File: src/rtl/nmr_acq_window.sv
// NMR acquisition window: follows the pulse sequencer's sync/pulse/blank
// outputs, waits a programmable dead time after the last pulse/blank, then
// streams AcqLen decimated ADC samples with tlast on the final beat.
module nmr_acq_window #(
    parameter int unsigned US_DIVIDER = 125,
    parameter int unsigned DATA_WIDTH = 16
) (
    input  logic                  clk,
    input  logic                  rst,
    input  logic                  arm,
    input  logic                  sync_in,
    input  logic                  pulse_in,
    input  logic                  blank_in,
    input  logic [31:0]           DeadTime_in,
    input  logic [31:0]           AcqLen_in,
    input  logic [15:0]           Decim_in,
    input  logic [DATA_WIDTH-1:0] adc_data,
    input  logic                  adc_valid,
    output logic [DATA_WIDTH-1:0] m_tdata,
    output logic                  m_tvalid,
    output logic                  m_tlast,
    input  logic                  m_tready,
    output logic                  acq_active,
    output logic                  overflow
);

    localparam logic [31:0] PreMax = 32'(US_DIVIDER - 1);

    typedef enum logic [2:0] {
        StIdle, StWaitSync, StWaitPulse, StDead, StAcq, StFlush
    } state_e;

    state_e                state_q, state_d;
    logic                  sync_q, arm_q;
    logic [31:0]           dead_time_q, dead_time_d;
    logic [31:0]           acq_len_q, acq_len_d;
    logic [15:0]           decim_q, decim_d;
    logic [31:0]           pre_q, pre_d;      // cycles within the current microsecond
    logic [31:0]           ticks_q, ticks_d;  // whole microseconds of dead time elapsed
    logic [15:0]           dec_cnt_q, dec_cnt_d;
    logic [31:0]           kept_q, kept_d;
    logic [DATA_WIDTH-1:0] tdata_q, tdata_d;
    logic                  tvalid_q, tvalid_d;
    logic                  tlast_q, tlast_d;
    logic                  overflow_q, overflow_d;

    logic sync_rise, handshake, dead_done;

    assign sync_rise = sync_in & ~sync_q;
    assign handshake = tvalid_q & m_tready;
    // Counting in us ticks avoids forming the DeadTime*US_DIVIDER product.
    // Next state is ACQ when the cycle just ending is cycle DeadTime*US_DIVIDER-1.
    assign dead_done = (dead_time_q == 32'd0) ||
                       ((pre_q == PreMax) && (ticks_q == dead_time_q - 32'd1));

    // State, counters and output register.
    always_ff @(posedge clk or negedge rst) begin
        if (!rst) begin
            state_q     <= StIdle;
            sync_q      <= 1'b0;
            arm_q       <= 1'b0;
            dead_time_q <= '0;
            acq_len_q   <= '0;
            decim_q     <= 16'd1;
            pre_q       <= '0;
            ticks_q     <= '0;
            dec_cnt_q   <= '0;
            kept_q      <= '0;
            tdata_q     <= '0;
            tvalid_q    <= 1'b0;
            tlast_q     <= 1'b0;
            overflow_q  <= 1'b0;
        end else begin
            state_q     <= state_d;
            sync_q      <= sync_in;
            arm_q       <= arm;
            dead_time_q <= dead_time_d;
            acq_len_q   <= acq_len_d;
            decim_q     <= decim_d;
            pre_q       <= pre_d;
            ticks_q     <= ticks_d;
            dec_cnt_q   <= dec_cnt_d;
            kept_q      <= kept_d;
            tdata_q     <= tdata_d;
            tvalid_q    <= tvalid_d;
            tlast_q     <= tlast_d;
            overflow_q  <= overflow_d;
        end
    end

    // Next-state, dead-time counting, decimation and output-beat management.
    always_comb begin
        state_d     = state_q;
        dead_time_d = dead_time_q;
        acq_len_d   = acq_len_q;
        decim_d     = decim_q;
        pre_d       = pre_q;
        ticks_d     = ticks_q;
        dec_cnt_d   = dec_cnt_q;
        kept_d      = kept_q;
        tdata_d     = tdata_q;
        tvalid_d    = tvalid_q;
        tlast_d     = tlast_q;
        overflow_d  = overflow_q;

        if (handshake) begin
            tvalid_d = 1'b0;
            tlast_d  = 1'b0;
        end

        unique case (state_q)
            StIdle: begin
                if (arm) begin
                    state_d = StWaitSync;
                    if (!arm_q) overflow_d = 1'b0;
                end
            end
            StWaitSync: begin
                if (!arm) begin
                    state_d = StIdle;
                end else if (sync_rise) begin
                    dead_time_d = DeadTime_in;
                    acq_len_d   = AcqLen_in;
                    decim_d     = (Decim_in == 16'd0) ? 16'd1 : Decim_in;
                    state_d     = StWaitPulse;
                end
            end
            StWaitPulse: begin
                // Disarming here also abandons the shot rather than waiting forever.
                if (!arm) begin
                    state_d = StIdle;
                end else if (pulse_in) begin
                    pre_d   = '0;
                    ticks_d = '0;
                    state_d = StDead;
                end
            end
            StDead: begin
                if (!arm) begin
                    state_d = StIdle;
                end else if (pulse_in || blank_in) begin
                    pre_d   = '0;
                    ticks_d = '0;
                end else if (dead_done) begin
                    dec_cnt_d = '0;
                    kept_d    = '0;
                    state_d   = (acq_len_q == 32'd0) ? StWaitSync : StAcq;
                end else if (pre_q == PreMax) begin
                    pre_d   = '0;
                    ticks_d = ticks_q + 32'd1;
                end else begin
                    pre_d = pre_q + 32'd1;
                end
            end
            StAcq: begin
                if (adc_valid) begin
                    dec_cnt_d = (dec_cnt_q == decim_q - 16'd1) ? 16'd0 : dec_cnt_q + 16'd1;
                    if (dec_cnt_q == 16'd0) begin
                        if (tvalid_q && !m_tready) begin
                            // Dropped and not counted, so the shot length is preserved.
                            overflow_d = 1'b1;
                        end else begin
                            tdata_d  = adc_data;
                            tvalid_d = 1'b1;
                            tlast_d  = (kept_q + 32'd1 == acq_len_q);
                            kept_d   = kept_q + 32'd1;
                            if (kept_q + 32'd1 == acq_len_q) state_d = StFlush;
                        end
                    end
                end
            end
            StFlush: begin
                if (handshake && tlast_q) state_d = arm ? StWaitSync : StIdle;
            end
            default: state_d = StIdle;
        endcase
    end

    assign m_tdata    = tdata_q;
    assign m_tvalid   = tvalid_q;
    assign m_tlast    = tlast_q;
    assign overflow   = overflow_q;
    assign acq_active = (state_q == StAcq) || (state_q == StFlush);

endmodule

File: config.mk
export PLATFORM = sky130hd
export DESIGN_NAME = nmr_acq_window
export DESIGN_NICKNAME = d
export VERILOG_FILES = /design/src/rtl/nmr_acq_window.sv
export SDC_FILE = /design/constraint.sdc
export NUM_CORES = 1
export LEC_CHECK = 0
export CORE_MARGIN = 4
export CORE_UTILIZATION = 25
export CTS_CLUSTER_SIZE = 24
export DETAILED_ROUTE_END_ITERATION = 12
export PLACE_DENSITY = 0.47
export SETUP_SLACK_MARGIN = 0.5
export SKIP_CTS_REPAIR_TIMING = 1
export SLEW_MARGIN = 40
export SYNTH_ARGS = -nofsm -noshare
export SYNTH_HDL_FRONTEND = slang
export SYNTH_SLANG_ARGS = --single-unit
File: constraint.sdc
create_clock -name clk -period 9.8 [get_ports clk]
set_input_delay 2.94 -clock clk [delete_from_list [all_inputs] [get_ports clk]]
set_output_delay 2.94 -clock clk [all_outputs]
set_load 0.005 [all_outputs]
**Word level (Yosys, flattened, before mapping)**

Index checks and enable logic that the tools add are counted.

- Bits in registers: 216
- Input port bits: 104
- Word-level logic and storage cells: 133

- Add/sub/neg operators: 6
- Equal/unequal tests: 28
- Muxes and demuxes: 58
- Bitwise operators: 4
- Reduce and logical (&&, ||, !) cells: 23

Operators with widths:

| operator | count |
|---|---|
| $mux W32 | 16 |
| $pmux W32 S2 | 3 |
| $add A32 B1 Y32 const B | 3 |
| $mux W16 | 6 |
| $eq A32 B32 Y1 | 2 |
| $logic_not A32 Y1 | 2 |
| $mux W3 | 14 |
| $eq A32 B7 Y1 const B | 1 |
| $logic_not A16 Y1 | 2 |
| $pmux W16 S2 | 1 |
| $sub A32 B1 Y32 const B | 1 |
| $ne A2 B2 Y1 const B | 13 |
| $ne A3 B3 Y1 const B | 6 |
| $pmux W3 S6 | 1 |
| $add A16 B1 Y16 const B | 1 |
| $eq A16 B16 Y1 | 1 |
| $mux W1 | 16 |
| $sub A16 B1 Y16 const B | 1 |
| $reduce_and A6 Y1 | 2 |
| $reduce_and A10 Y1 | 1 |
| $reduce_and A5 Y1 | 2 |
| $reduce_and A7 Y1 | 1 |
| $eq A3 B2 Y1 const B | 2 |
| $eq A3 B3 Y1 const B | 2 |
| other kinds (11) | 19 |

**Depth between registers and ports, before layout**

- Depth in word-level cells: 8
- Mapped depth: 15
- Gate-level depth less buffers: 12

**Worst setup path before layout**

Ideal clock, no wire load.

- Path kind: input -> register
- From: in sync_in
- To: reg dead_time_q[10]
- Setup time: 0.125 ns
- Data arrival time: 4.637 ns
- Setup slack: 5.038 ns
- Cell stages on the path: 5
- Path buffers: 2
- Cells stage by stage: nand2b_1 > nor4_1 > clkbuf_1 > buf_1 > mux2_2

- Word-level cells in the longest chain between the ends: 2

RTL lines:

| what | line | text |
|---|---|---|
| from (decl) | 11 | `input logic sync_in,` |
| $and A1 B1 Y1 | 49 | `assign sync_rise = sync_in & ~sync_q;` |
| $reduce_and A3 Y1 (no source line) | n/a |  |
| to (signal assigned) | 77 | `dead_time_q <= dead_time_d;` |
| to (decl) | 35 | `logic [31:0] dead_time_q, dead_time_d;` |

No other way between the ends.
A chain may end at the register's enable or synchronous reset.

**Worst setup path in the final report**

- From: in pulse_in
- To: reg ticks_q[9]

- Word-level cells in the longest chain between the ends: 4
- Elaborated cells on any way between the ends: 8
- Those cells by class: eq/ne (3); mux (3); reduce/logical (2)

RTL lines:

| what | line | text |
|---|---|---|
| from (decl) | 12 | `input logic pulse_in,` |
| $logic_or A1 B1 Y1 | 141 | `end else if (pulse_in \|\| blank_in) begin` |
| $mux W32 | 141 |  |
| $mux W32 | 139 | `if (!arm) begin` |
| $pmux W32 S2 | 111 | `unique case (state_q)` |
| to (signal assigned) | 81 | `ticks_q <= ticks_d;` |
| to (decl) | 39 | `logic [31:0] ticks_q, ticks_d;` |

Parallel ways exist; a longest one is shown, timed or not. The select of a mux whose other input is x is not followed.

==> results.sh <==
export IMPL_h_tree_depth=1
export IMPL_status="completed"
export IMPL_fin_util=0.310
export IMPL_crit_type="input port to flop"
export IMPL_drv_slew=0
export IMPL_layout_cells_non_filler=2193
export IMPL_ir_drop_v=0.000121
export IMPL_drc_errors=0
export IMPL_worstHoldStart="pre_q[31]$_DFFE_PN0P_"
export IMPL_synth_fa_ha_area_frac=0.00861
export IMPL_cts_tree="built"
export IMPL_yosys_area_top_type="dfrtp_1"
export IMPL_yosysMostFrequentCell="dfrtp_1"
export IMPL_clk_latency_ps=570
export IMPL_endpoint="ticks_q[9]$_DFFE_PN0P_"
export IMPL_antenna_cells=0
export IMPL_r2r_setup_slack_ps=4780
export IMPL_critical_path_arrival_ps=5870
export IMPL_synth_area_leaders="dfrtp_1, mux2_2, o21ai_0"
export IMPL_synth_avg_cell_area_um2=9.31
export IMPL_yosys_warnings=0
export IMPL_dieArea_um2=56000
export IMPL_clock_sinks=216
export IMPL_syn_nets=1518
export IMPL_placedCellCount=2139
export IMPL_path_max_fanout=28
export IMPL_grt_pass1_wl_um=63500
export IMPL_area_growth_pct=22.1
export IMPL_fin_crit_sh=0.553
export IMPL_leakage_nw=6.30
export IMPL_grt_max_degree=94
export IMPL_clock_root_buffer="clkbuf_16"
export IMPL_synth_common_cells="dfrtp_1, o21ai_0, nand2_1"
export IMPL_worst_setup_path_start_kind="input port"
export IMPL_port_buffers=123
export IMPL_wl_um=39300
export IMPL_clock_skew_ps=29.2
export IMPL_drive_gt1_frac=0.117
export IMPL_yosysSeqAreaShare=0.413
export IMPL_yosys_register_bits=216
export IMPL_period_minus_slack_ps=5420
export IMPL_cts_clk_slew_worst_paths_ps=60
export IMPL_powerDensity_nw_per_um2=232
export IMPL_relSlewSlack=0.460
export IMPL_hpwl_um=27400
export IMPL_cts_made_buffers=29
export IMPL_clk_path_buf_depth=3
export IMPL_netlist_area_um2=13100
export IMPL_num_rows=83
export IMPL_wl_per_cell_um=17.9
export IMPL_crit_required_ps=10250
export IMPL_wl_met3_um=1730
export IMPL_ys_types=70
export IMPL_synth_top_area_share=0.411
export IMPL_cap_violations=0
export IMPL_chipHeight_um=237
export IMPL_hold_viol_final=0
export IMPL_synthSimpleGateAreaFrac=0.233
export IMPL_worstSetupEndpointType="flop"
export IMPL_grt_setup_unrepaired="false"
export IMPL_track_usage=0.137
export IMPL_tightest_slew_ps=803
export IMPL_dieWidth_um=237
export IMPL_synth_cells=1405
export IMPL_synth_compound_gate_area_share=0.156
export IMPL_gr_total_overflow=0
export IMPL_muxShareOfSynthArea=0.0821
export IMPL_yosys_most_used_dff="dfrtp_1"
export IMPL_max_freq_ghz=0.184
export IMPL_wirelength_met1_um=18900
export IMPL_gp_congestion=0.789
export IMPL_synthXorXnorAreaFrac=0.0737
export IMPL_num_nets_final=1604
export IMPL_tns_ps=0
export IMPL_r2r_end="dec_cnt_q[4]$_DFFE_PN0P_"
export IMPL_total_power_mw=3.70
export IMPL_drtIter0Drc=776
export IMPL_met2WireLength_um=17700
export IMPL_dr_max_layer_used="met5"
export IMPL_startpoint="pulse_in"
export IMPL_first_global_vias=11167
export IMPL_dr_pass1_iters=5
export IMPL_r2r_start="dead_time_q[2]$_DFFE_PN0P_"
export IMPL_start_util=0.254
export IMPL_vias_per_cell=5.14
export IMPL_synth_edff_count=0
export IMPL_num_vias=11264
export IMPL_ant_nets=0
export IMPL_antenna_found_initial=3
export IMPL_setup_viol=0
export IMPL_io_pins=124
export IMPL_synth_top_family_by_area="simple AND/OR/NAND/NOR gates"
export IMPL_async_reset_ff_frac=1.00
export IMPL_rr_worst_depth=10
export IMPL_hold_class="flop to flop"
export IMPL_core_area_um2=51500
## cells in the final DEF (no fill, tap or decap), drive strengths merged, types with 28 or more instances in the layout
master / n
o21ai: 120
nor3: 33
and3: 42
nand4: 39
dfrtp: 215
xor2: 48
clkbuf: 40
nand3: 57
mux2: 90
o31ai: 52
nand2: 94
clkdlybuf4s50: 122
a21oi: 50
nor4: 45
xnor2: 62
inv: 28
nor2: 87
## report_power, final
part	switching (mW)	internal [mW]
sequential	0.332	1.12
clock	0.425	0.684
combinational	0.543	0.596
total	1.30	2.40
## how the worst min path moves through the flow
stage	end	slack, ps	depth (start not counted)
after floorplan	pre_q[31]$_DFFE_PN0P_	450	1
after global placement	pre_q[31]$_DFFE_PN0P_	470	1
after detailed placement	pre_q[31]$_DFFE_PN0P_	470	1
after CTS	pre_q[31]$_DFFE_PN0P_	480	1
after global routing	pre_q[31]$_DFFE_PN0P_	500	1
final	pre_q[31]$_DFFE_PN0P_	470	1
## routing by layer
layer / GRT usage / vias up
met4: 0.0327 / 6
li1: - / 5401
met1: 0.193 / 5564
met2: 0.216 / 235
met3: 0.0260 / 58
met5: 0 / -
## area by class of cell
cell class                 instances  area [um^2]
clock buffer                      40          817
tap                              680          851
fill                            5407        35500
sequential                       216         5410
timing repair buffer             134         1340
inverter                          27          101
multi-input combinational       1083         7280
clock inverter                    13          171
## critical path: stages
cell and delay [ps]:
clkdlybuf4s50_1 480, nor3_1 520, nand2_1 590, and2_1 450
nand2_2 430, a21o_1 330, o21ai_0 120
## through the flow
stage	hold WS, ps	setup slack (ps)	area [um^2]
4_1_cts	483	4400	15900
3_5_place_dp	469	3780	14900
3_3_place_gp	474	3890	14900
5_1_grt	499	4120	16000
2_1_floorplan	446	5040	13100
6_report	474	4380	16000
## cells by family after synthesis
group,after synthesis
fa+ha+maj,9
xor+xnor,110
buf+inv,106
compound gates,319
mux,96
simple gates,549
flops,216
## registers in the layout, indices dropped and copies added, names as in the netlist
name and flops:
m_tdata 16, sync_q 1, m_tlast 1, dec_cnt_q 16, arm_q 1, m_tvalid 1
acq_len_q 32, state_q 3, overflow 1, decim_q 16, pre_q 32, dead_time_q 32
ticks_q 32, kept_q 32
Note: power is estimated with default switching activity, not from simulation.
